===== config.mk =====
export PLATFORM = sky130hd
export DESIGN_NAME = reset_sequencer
export DESIGN_NICKNAME = d
export VERILOG_FILES = /design/src/rtl/reset_sequencer.sv
export SDC_FILE = /design/constraint.sdc
export NUM_CORES = 1
export LEC_CHECK = 0
export ABC_AREA = 1
export CORE_MARGIN = 3
export CORE_UTILIZATION = 60
export DETAILED_ROUTE_END_ITERATION = 10
export PLACE_DENSITY_LB_ADDON = 0.2
export SYNTH_ARGS = -nofsm -noshare
export SYNTH_HDL_FRONTEND = slang
export SYNTH_SLANG_ARGS = --single-unit
export TNS_END_PERCENT = 100

===== constraint.sdc =====
create_clock -name clk -period 3.11 [get_ports clk]
set_input_delay 0.622 -clock clk [delete_from_list [all_inputs] [get_ports clk]]
set_output_delay 0.622 -clock clk [all_outputs]
set_load 0.02 [all_outputs]

===== src/rtl/reset_sequencer.sv =====
// reset_sequencer: power-up / recovery reset sequencing for the SiTCP/Firefly
// link. Waits for a stable PLL lock, pulses the PHY reset, lets the PHY
// settle, then releases the SiTCP core. Lock loss or a soft restart re-runs
// the sequence. All outputs come straight from dedicated flops.
module reset_sequencer #(
    parameter int unsigned LOCK_STABLE_CYCLES = 1024,
    parameter int unsigned PHY_RST_CYCLES     = 2048,
    parameter int unsigned PHY_SETTLE_CYCLES  = 4096,
    parameter int unsigned CORE_RST_CYCLES    = 16
) (
    input  logic       clk,
    input  logic       rst_n,
    input  logic       pll_locked,
    input  logic       soft_rst,
    output logic       phy_rst_n,
    output logic       sitcp_rst,
    output logic       ready,
    output logic [2:0] state,
    output logic [7:0] lock_loss_cnt
);

    typedef enum logic [2:0] {
        WAIT_LOCK  = 3'd0,
        PHY_RESET  = 3'd1,
        PHY_SETTLE = 3'd2,
        CORE_RESET = 3'd3,
        RUN        = 3'd4
    } state_t;

    // Terminal counts, narrowed once to the counter width.
    localparam logic [15:0] LOCK_LAST   = 16'(LOCK_STABLE_CYCLES - 1);
    localparam logic [15:0] PHY_LAST    = 16'(PHY_RST_CYCLES - 1);
    localparam logic [15:0] SETTLE_LAST = 16'(PHY_SETTLE_CYCLES - 1);
    localparam logic [15:0] CORE_LAST   = 16'(CORE_RST_CYCLES - 1);

    (* ASYNC_REG = "TRUE" *) logic lock_p0;
    (* ASYNC_REG = "TRUE" *) logic lock_s;

    state_t      state_q;
    state_t      state_d;
    logic [15:0] cnt_q;
    logic [15:0] cnt_d;
    logic        in_seq;
    logic        lock_loss;

    // Saturating 8-bit increment for the lock-loss counter.
    function automatic logic [7:0] sat_inc8(input logic [7:0] v);
        return (v == 8'hFF) ? v : v + 8'd1;
    endfunction

    // Bring the asynchronous PLL lock into the clk domain.
    always_ff @(posedge clk or negedge rst_n) begin
        if (!rst_n) begin
            lock_p0 <= 1'b0;
            lock_s  <= 1'b0;
        end else begin
            lock_p0 <= pll_locked;
            lock_s  <= lock_p0;
        end
    end

    assign in_seq = (state_q == PHY_RESET) || (state_q == PHY_SETTLE) ||
                    (state_q == CORE_RESET) || (state_q == RUN);

    // Next state and shared counter: normal progression first, then soft
    // restart, then lock loss, so lock loss has the final say.
    always_comb begin
        state_d   = state_q;
        cnt_d     = cnt_q + 16'd1;
        lock_loss = 1'b0;
        case (state_q)
            WAIT_LOCK: begin
                if (!lock_s) begin
                    cnt_d = '0;
                end else if (cnt_q == LOCK_LAST) begin
                    state_d = PHY_RESET;
                    cnt_d   = '0;
                end
            end
            PHY_RESET: begin
                if (cnt_q == PHY_LAST) begin
                    state_d = PHY_SETTLE;
                    cnt_d   = '0;
                end
            end
            PHY_SETTLE: begin
                if (cnt_q == SETTLE_LAST) begin
                    state_d = CORE_RESET;
                    cnt_d   = '0;
                end
            end
            CORE_RESET: begin
                if (cnt_q == CORE_LAST) begin
                    state_d = RUN;
                    cnt_d   = '0;
                end
            end
            RUN: begin
                cnt_d = cnt_q;
            end
            default: begin
                state_d = WAIT_LOCK;
                cnt_d   = '0;
            end
        endcase

        if (in_seq && soft_rst) begin
            state_d = PHY_RESET;
            cnt_d   = '0;
        end

        if (in_seq && !lock_s) begin
            state_d   = WAIT_LOCK;
            cnt_d     = '0;
            lock_loss = 1'b1;
        end
    end

    // State and counter registers.
    always_ff @(posedge clk or negedge rst_n) begin
        if (!rst_n) begin
            state_q <= WAIT_LOCK;
            cnt_q   <= '0;
        end else begin
            state_q <= state_d;
            cnt_q   <= cnt_d;
        end
    end

    // Output flops decoded from the next state so they move with state_q.
    always_ff @(posedge clk or negedge rst_n) begin
        if (!rst_n) begin
            phy_rst_n <= 1'b0;
            sitcp_rst <= 1'b1;
            ready     <= 1'b0;
        end else begin
            phy_rst_n <= !((state_d == WAIT_LOCK) || (state_d == PHY_RESET));
            sitcp_rst <= (state_d != RUN);
            ready     <= (state_d == RUN);
        end
    end

    // Count lock-loss events, holding at full scale.
    always_ff @(posedge clk or negedge rst_n) begin
        if (!rst_n) begin
            lock_loss_cnt <= '0;
        end else if (lock_loss) begin
            lock_loss_cnt <= sat_inc8(lock_loss_cnt);
        end
    end

    assign state = state_q;

endmodule


# [Word-level counts from Yosys, hierarchy flattened]
# Cells that the tools add are included.
# Widths: inputs -> output; s select.
[totals] latchBits=0 ram_bits=0 ff_bits=32 romBits=0 memories=0
[op_classes] reduce_logical=11 shift=0 mux=17 n_lt_le_gt_ge=0 n_bitwise=1 n_addsub=2 n_eq_ne=13 n_mul=0 n_div=0
[op_table] operator="$mux 16" count=7
[op_table] operator="$pmux 16 s5" count=1
[op_table] operator="$mux 3" count=7
[op_table] operator="$add 16x1->16 const B" count=1
[op_table] operator="$eq 16x10->1 const B" count=1
[op_table] operator="$eq 16x11->1 const B" count=1
[op_table] operator="$eq 16x12->1 const B" count=1
[op_table] operator="$eq 16x4->1 const B" count=1
[op_table] operator="$pmux 3 s5" count=1
[op_table] operator="$add 8x1->8 const B" count=1
[op_table] operator="$eq 8x8->1 const B" count=1
[op_table] operator="$eq 3x1->1 const B" count=2
[op_table] operator="$eq 3x2->1 const B" count=2
[op_table] operator="$eq 3x3->1 const B" count=2
[op_table] operator="$logic_not 3->1" count=2
[op_table] operator="$logic_or 1x1->1" count=4
[op_table] operator="$ne 3x1->1 const B" count=1
[op_table] operator="$ne 3x3->1 const B" count=1
[op_table] operator="$logic_and 1x1->1" count=2
[op_table] operator="$logic_not 1->1" count=2
[op_table] operator="$reduce_and 2->1" count=1
[op_table] operator="$mux 1" count=1
[op_table] operator="$not 1->1" count=1

# [Depth between registers and ports, before layout]
# Gate-level depths: netlist of the first run.
[depth] ltp_word=10 mapped_depth=13

# [Least setup slack after synthesis of the first run]
# Ideal clock, no wire load.
[synth_path] path_type="register -> register" startpoint="register cnt_q[0]" endpoint="register cnt_q[11]" path_slack_ps=1558 stages_incl_launch_ff=12 path_buffers=1 t_arrival_ps=1436 synth_period_minus_slack_ps=1552 cell_sequence="dfrtp_1 -> ha_1 -> nand3_4 -> nor2_1 -> nand2_1 -> nand2_1 -> nand2_2 -> nor2_4 -> nand2_4 -> buf_6 -> nand2_1 -> nand2_1"
[synth_between] elab_chain_cells=6
[synth_rtl] item="start: declaration" line_no="41" text="logic [15:0] cnt_q;"
[synth_rtl] item="start signal: assignment" line_no="126" text="cnt_q <= cnt_d;"
[synth_rtl] item="$add 16x1->16 / $eq 16x10->1 (equally long branches)" line_no="69, 75"
[synth_rtl] item="$mux 16" line_no="75" text="end else if (cnt_q == LOCK_LAST) begin"
[synth_rtl] item="$mux 16" line_no="73" text="if (!lock_s) begin"
[synth_rtl] item="$pmux 16 s5 (*)" line_no="71" text="case (state_q)"
[synth_rtl] item="$mux 16 (*)" line_no="107" text="if (in_seq && soft_rst) begin"
[synth_rtl] item="$mux 16 (*)" line_no="112" text="if (in_seq && !lock_s) begin"
# Every way passes the cells marked *; elsewhere a longest branch is shown, timed or not.
# A chain may end at the register's enable or synchronous reset.

# [Worst setup path after layout of the first run]
[layout_path] startpoint="register sitcp_rst" endpoint="output port sitcp_rst"
[layout_lines] item="start: declaration" line_no="16" text="output logic sitcp_rst,"
[layout_lines] item="start signal: assignment" line_no="138" text="sitcp_rst <= (state_d != RUN);"
# No word-level cell between the ends.

==> reports/metrics.cfg, run 1 <==
[status]
outcome = finished clean

[timing]
slew_headroom_pct = 73.3
drv_slew = 0
hold_viol = 0
setup_viol_count_final = 0
hold_ws_ns = 0.360
tightest_slew_ns = 0.400
rsz0062_at_grt = no
finClkSkew_ns = 0.00929
fin_crit_sh_pct = 67.0
min_period_ns = 2.08
fmax_mhz = 480
fin_setup_tns_ns = 0

[floorplanning]
start_util_pct = 65.7
dieHeight_um = 62.1
die_x_um = 62.1
row_count = 19
die_area_sq_um = 3860
num_io_pins = 18
placeableCoreArea_sq_um = 2880

[final_layout]
drive_gt1_share_pct = 10.3
fin_cells = 313
area.growth.synth_to_final_pct = 15.3
fillers = 220
layout.nets = 276
antenna_cells = 0

[synth]
synth_area_leaders = dfrtp_1 41%, nand2_1 17%, xor2_1 7.0%
yosys.area.top_type_share_pct = 41.1
ys_ff_latch = 32
synth_top_area_cell = dfrtp_1
synthTopCellsByCount = 86 x nand2_1, 31 x dfrtp_1, 29 x nor2_1
syn_area_sq_um = 1890
yosys_warnings = 0
synth_edf_count = 0
syn-num-nets = 254
yosysMostFrequentCell = nand2_1
syn_avg_cell_area_sq_um = 7.62
synth_seq_area_share_pct = 42.5
yosys_most_used_dff = dfrtp_1
async_flop_share_pct = 100
postSynthCellCount = 248
yosysUniqueCellTypes = 31

[routing]
drtPass1Iterations = 4
wl_per_cell_um = 12.1
remaining_drc_errors = 0
routed_wl_um = 3780
drt-initial-drc-count = 82
viasPerCell = 4.99
vias = 1563
drtAntennaViolNets = 0

[clocking]
cts_buffer_depth = 2
post_cts_buffers = 0
clock_latency_ns = 0.34
cts.sinks = 32
clk_pin_slew_worst_paths_ns = 0.10
cts_root_buf = clkbuf_4
cts_resized = 0
cts_tree = built
cts_buffers = 5
hold_buffers = 0
cts.htree.levels = 2

[global_routing]
grt_pass1_vias = 1534
grt_max_degree = 33
grt_pass1_wl_um = 6800
antenna_found_initial = 0
overflow = 0
track_usage_pct = 21.8

[placement]
gp_congestion = 0.827
dp_cells = 305
portBuffers = 17
dp_hpwl_um = 2650

[min_path]
hold_path_class = reg -> reg
hold_depth = 0
holdCritStartpoint = lock_p0$_DFF_PN0_
hold_end = lock_s$_DFF_PN0_

[critical_path]
crit_chain = clkdlybuf4s50_1
end_kind = output pin
crit_buf_inv = 1
start_kind = flop
r2r_slack_ns = 1.40
rr_startpoint = state[1]$_DFF_PN0_
critPathArrivalTime_ns = 1.46
worstReg2RegEnd = lock_loss_cnt[4]$_DFFE_PN0P_
critPathKind = reg -> out
rr_worst_depth = 9
worst_ep_required_time_ns = 2.49
cpLargestDelayFamily = buffers and inverters
slowest_delay_ns = 0.59
cp_max_fo = 1
cpMaxStageDelayCell = clkdlybuf4s50_1

[pwr]
ir_drop_mv = 0.459
power_density_nw_per_um2 = 351
leakagePower_nw = 1.15

[flow_run]
cap_violations = 0

cell type report:
class	count	area, sq um	area share [%]
Tap cell	42	52.6	2.41
Clock inverter	2	35.0	1.61
Sequential cell	32	802	36.8
Inverter	28	105	4.82
Multi-Input combinational cell	184	957	43.9
Clock buffer	6	41.3	1.90
Timing Repair Buffer	19	185	8.50
state kept, by name, indices dropped and copies added, names as in the netlist:
signal         count
lock_p0            1
ready              1
lock_loss_cnt      8
sitcp_rst          1
phy_rst_n          1
lock_s             1
state              3
cnt_q             16
cells in the final DEF (no fill, tap or decap), types with 2 or more instances in the layout:
cell,count
inv_2,3
nor2_1,29
o21bai_1,2
nor3_1,5
clkdlybuf4s50_1,17
buf_4,2
o21ai_0,3
nand2_2,4
xnor2_1,3
clkbuf_4,5
nand3b_1,2
nand4_1,4
nand3_1,14
ha_1,2
nand2_1,86
dfrtp_1,31
xor2_1,15
nand3_2,4
inv_1,24
a21oi_1,2
stage by stage:
step	area [sq um]	util, %	total power (W)	setup slack (ns)
final	2180	75.7	0.000764	1.03
after CTS	2180	75.7	0.000769	1.01
after detailed placement	2100	73.1	0.000462	1.08
after global placement	2100	73.1	0.000461	1.16
after floorplan	1890	-	0.000447	1.56
after global routing	2180	75.7	0.000793	0.978
per-layer routing:
metal / up-vias / share of wire, % / GRT usage, %
li1: 808 / - / -
met1: 725 / 46 / 27.4
met2: 25 / 49 / 35.6
met3: 5 / 4.0 / 6.85
met4: 0 / 1.3 / 7.46
met5: - / 0 / 0
how the worst max path moves through the flow:
stage,slack [ns],to,start,cells past startpoint
after global placement,1.16,cnt_q[0]$_DFFE_PN0P_,soft_rst,6
after CTS,1.01,sitcp_rst,sitcp_rst$_DFF_PN1_,1
after global routing,0.98,sitcp_rst,sitcp_rst$_DFF_PN1_,1
final,1.03,sitcp_rst,sitcp_rst$_DFF_PN1_,1
after floorplan,1.56,cnt_q[11]$_DFFE_PN0P_,cnt_q[0]$_DFFE_PN0P_,11
after detailed placement,1.08,cnt_q[10]$_DFFE_PN0P_,soft_rst,6
logic make-up (layout without fill, tap and decap cells):
group	count (synthesis)	count (layout)	synth area share, %
AND/OR/NAND/NOR	154	154	37.5
flip-flops	32	32	42.5
buffers and inverters	32	55	6.89
XOR/XNOR	18	18	8.34
AO/OA/AOI/OAI	10	10	3.51
adder cells (fa/ha/maj)	2	2	1.32
where the power goes:
part | internal, W | leakage (nW) | switching [W]
logic | 0.0000102 | 0.673 | 0.0000186
clock network | 0.000168 | 0.0422 | 0.000143
registers | 0.000420 | 0.431 | 0.00000381
Power figures use the tool's default switching activity.
==> run 2, diff against run 1 <==
CORE_UTILIZATION = 57   (was 60)
clock period = 1.95 ns   (was 3.11 ns; I/O delays follow)
==> run 2 against run 1 <==
Clock-buffer cell count grew 2. Total power is 47% higher. Setup slack lost 0.91 ns. Global-route usage shrank 1.1 points. Routed wire length shrank 3.4%. Core utilization decreased by 6.0 points. Final area fell by 0.69%. Critical path type unchanged. Critical endpoint unchanged. Highest routed layer unchanged.
==> reports/metrics.cfg, run 2 (synthesized netlist as in run 1, its figures left out) <==
[final_layout]
final_common_cell = nand2_1
layout_common_cells = 86 x nand2_1, 31 x dfrtp_1, 29 x nor2_1, 24 x inv_1, 17 x clkdlybuf4s50_1
largest_reg_flops = 16
area.growth.synth_to_final_pct = 14.5
drive_gt1_share_pct = 9.96
largest-register = cnt_q
layout.nets = 276
antenna_cells = 0
fillers = 257

[critical_path]
start_kind = flop
slowest_delay_ns = 0.59
critPathArrivalTime_ns = 1.45
worst_ep_required_time_ns = 1.56
cpMaxStageDelayCell = clkdlybuf4s50_1
critPathKind = reg -> out
cp_max_fo = 1
r2r_slack_ns = 0.26
end_kind = output pin
crit_buf_inv = 1
crit_chain = clkdlybuf4s50_1
cpLargestDelayFamily = buffers and inverters

[status]
outcome = finished clean

[timing]
rsz0062_at_grt = no
fin_crit_sh_pct = 94.2
fin_setup_tns_ns = 0
finClkSkew_ns = 0.0112
tightest_slew_ns = 0.401
setup_viol_count_final = 0
hold_viol = 0
drv_slew = 0
slew_headroom_pct = 73.3
min_period_ns = 1.84
fmax_mhz = 545
hold_ws_ns = 0.357

[floorplanning]
row_count = 20
dieHeight_um = 63.6
num_io_pins = 18
die_area_sq_um = 4040
start_util_pct = 60.9
die_x_um = 63.6
placeableCoreArea_sq_um = 3100

[pwr]
leakagePower_nw = 1.14
power_density_nw_per_um2 = 519
ir_drop_mv = 0.359
power_w = 0.00112

[clocking]
cts_tree = built
clk_pin_slew_worst_paths_ns = 0.09
cts_buffer_depth = 2
cts_root_buf = clkbuf_4
cts_resized = 0
cts.sinks = 32
post_cts_buffers = 0
hold_buffers = 0
cts.htree.levels = 2
clock_latency_ns = 0.34
cts_buffers = 5

[global_routing]
grt_max_degree = 33
track_usage_pct = 20.6
overflow = 0
antenna_found_initial = 0
grt_pass1_vias = 1509
grt_pass1_wl_um = 6550

[routing]
remaining_drc_errors = 0
drt-initial-drc-count = 61
vias = 1565
drtAntennaViolNets = 0
routed_wl_um = 3650
viasPerCell = 4.97
wl_per_cell_um = 11.6
drtPass1Iterations = 6

[placement]
portBuffers = 17
dp_hpwl_um = 2620
gp_congestion = 0.887

[flow_run]
cap_violations = 0

[min_path]
hold_path_class = reg -> reg

==> run 2: worst paths after layout <==
path / start / endpoint / cells past startpoint
worst max-delay path: sitcp_rst$_DFF_PN1_ / sitcp_rst / 1
worst min-delay path: lock_p0$_DFF_PN0_ / lock_s$_DFF_PN0_ / 0
worst max register to register: cnt_q[0]$_DFFE_PN0P_ / cnt_q[9]$_DFFE_PN0P_ / 8
worst min register to register: lock_p0$_DFF_PN0_ / lock_s$_DFF_PN0_ / 0
max in group asynchronous: rst_n / sitcp_rst$_DFF_PN1_ / 2
min in group asynchronous: rst_n / cnt_q[1]$_DFFE_PN0P_ / 2
==> run 2: routing by layer <==
| metal | vias to the layer above | track usage, % | wire (um) |
|---|---|---|---|
| met3 | 7 | 6.24 | 147 |
| met5 | - | 0 | 0 |
| met2 | 31 | 33.8 | 1760 |
| met4 | 0 | 8.63 | 34 |
| li1 | 808 | - | - |
| met1 | 719 | 25.2 | 1710 |
==> run 2: worst register-to-register path: stages (launching register included) <==
cell and delay [ns]:
dfrtp_1 0.38, ha_1 0.25, nand3_4 0.15, nor2_8 0.19
nand3_2 0.12, o21bai_2 0.17, nand2_4 0.16, nand3_1 0.11
nand2_1 0.05
==> run 2: layout make-up <==
type                    instances  area [sq um]  share of cell area [%]
flip-flops and latches         32           802                    37.1
clock buffers                   8          58.8                    2.72
multi-input cells             184           957                    44.2
repair buffers                 19           185                    8.56
well taps                      44          55.1                    2.54
inverters                      28           105                    4.86
==> run 2: metrics by stage <==
| step | instance area, sq um | utilization, % | std cells | setup slack [ns] |
|---|---|---|---|---|
| 2_1_floorplan | 1890 | - | 248 | 0.398 |
| 3_3_place_gp | 2100 | 67.8 | 307 | 0.228 |
| 3_5_place_dp | 2100 | 67.8 | 307 | 0.181 |
| 4_1_cts | 2160 | 69.7 | 315 | 0.0955 |
| 5_1_grt | 2160 | 69.7 | 315 | 0.0569 |
| 6_report | 2160 | 69.7 | 315 | 0.114 |
==> run 2: power breakdown <==
part           leakage, nW  switching, W  total (W)  internal (W)
logic                0.673     0.0000301  0.0000464     0.0000163
clock network       0.0326      0.000222   0.000400      0.000178
registers            0.431    0.00000631   0.000677      0.000670
total                 1.14      0.000258    0.00112      0.000864
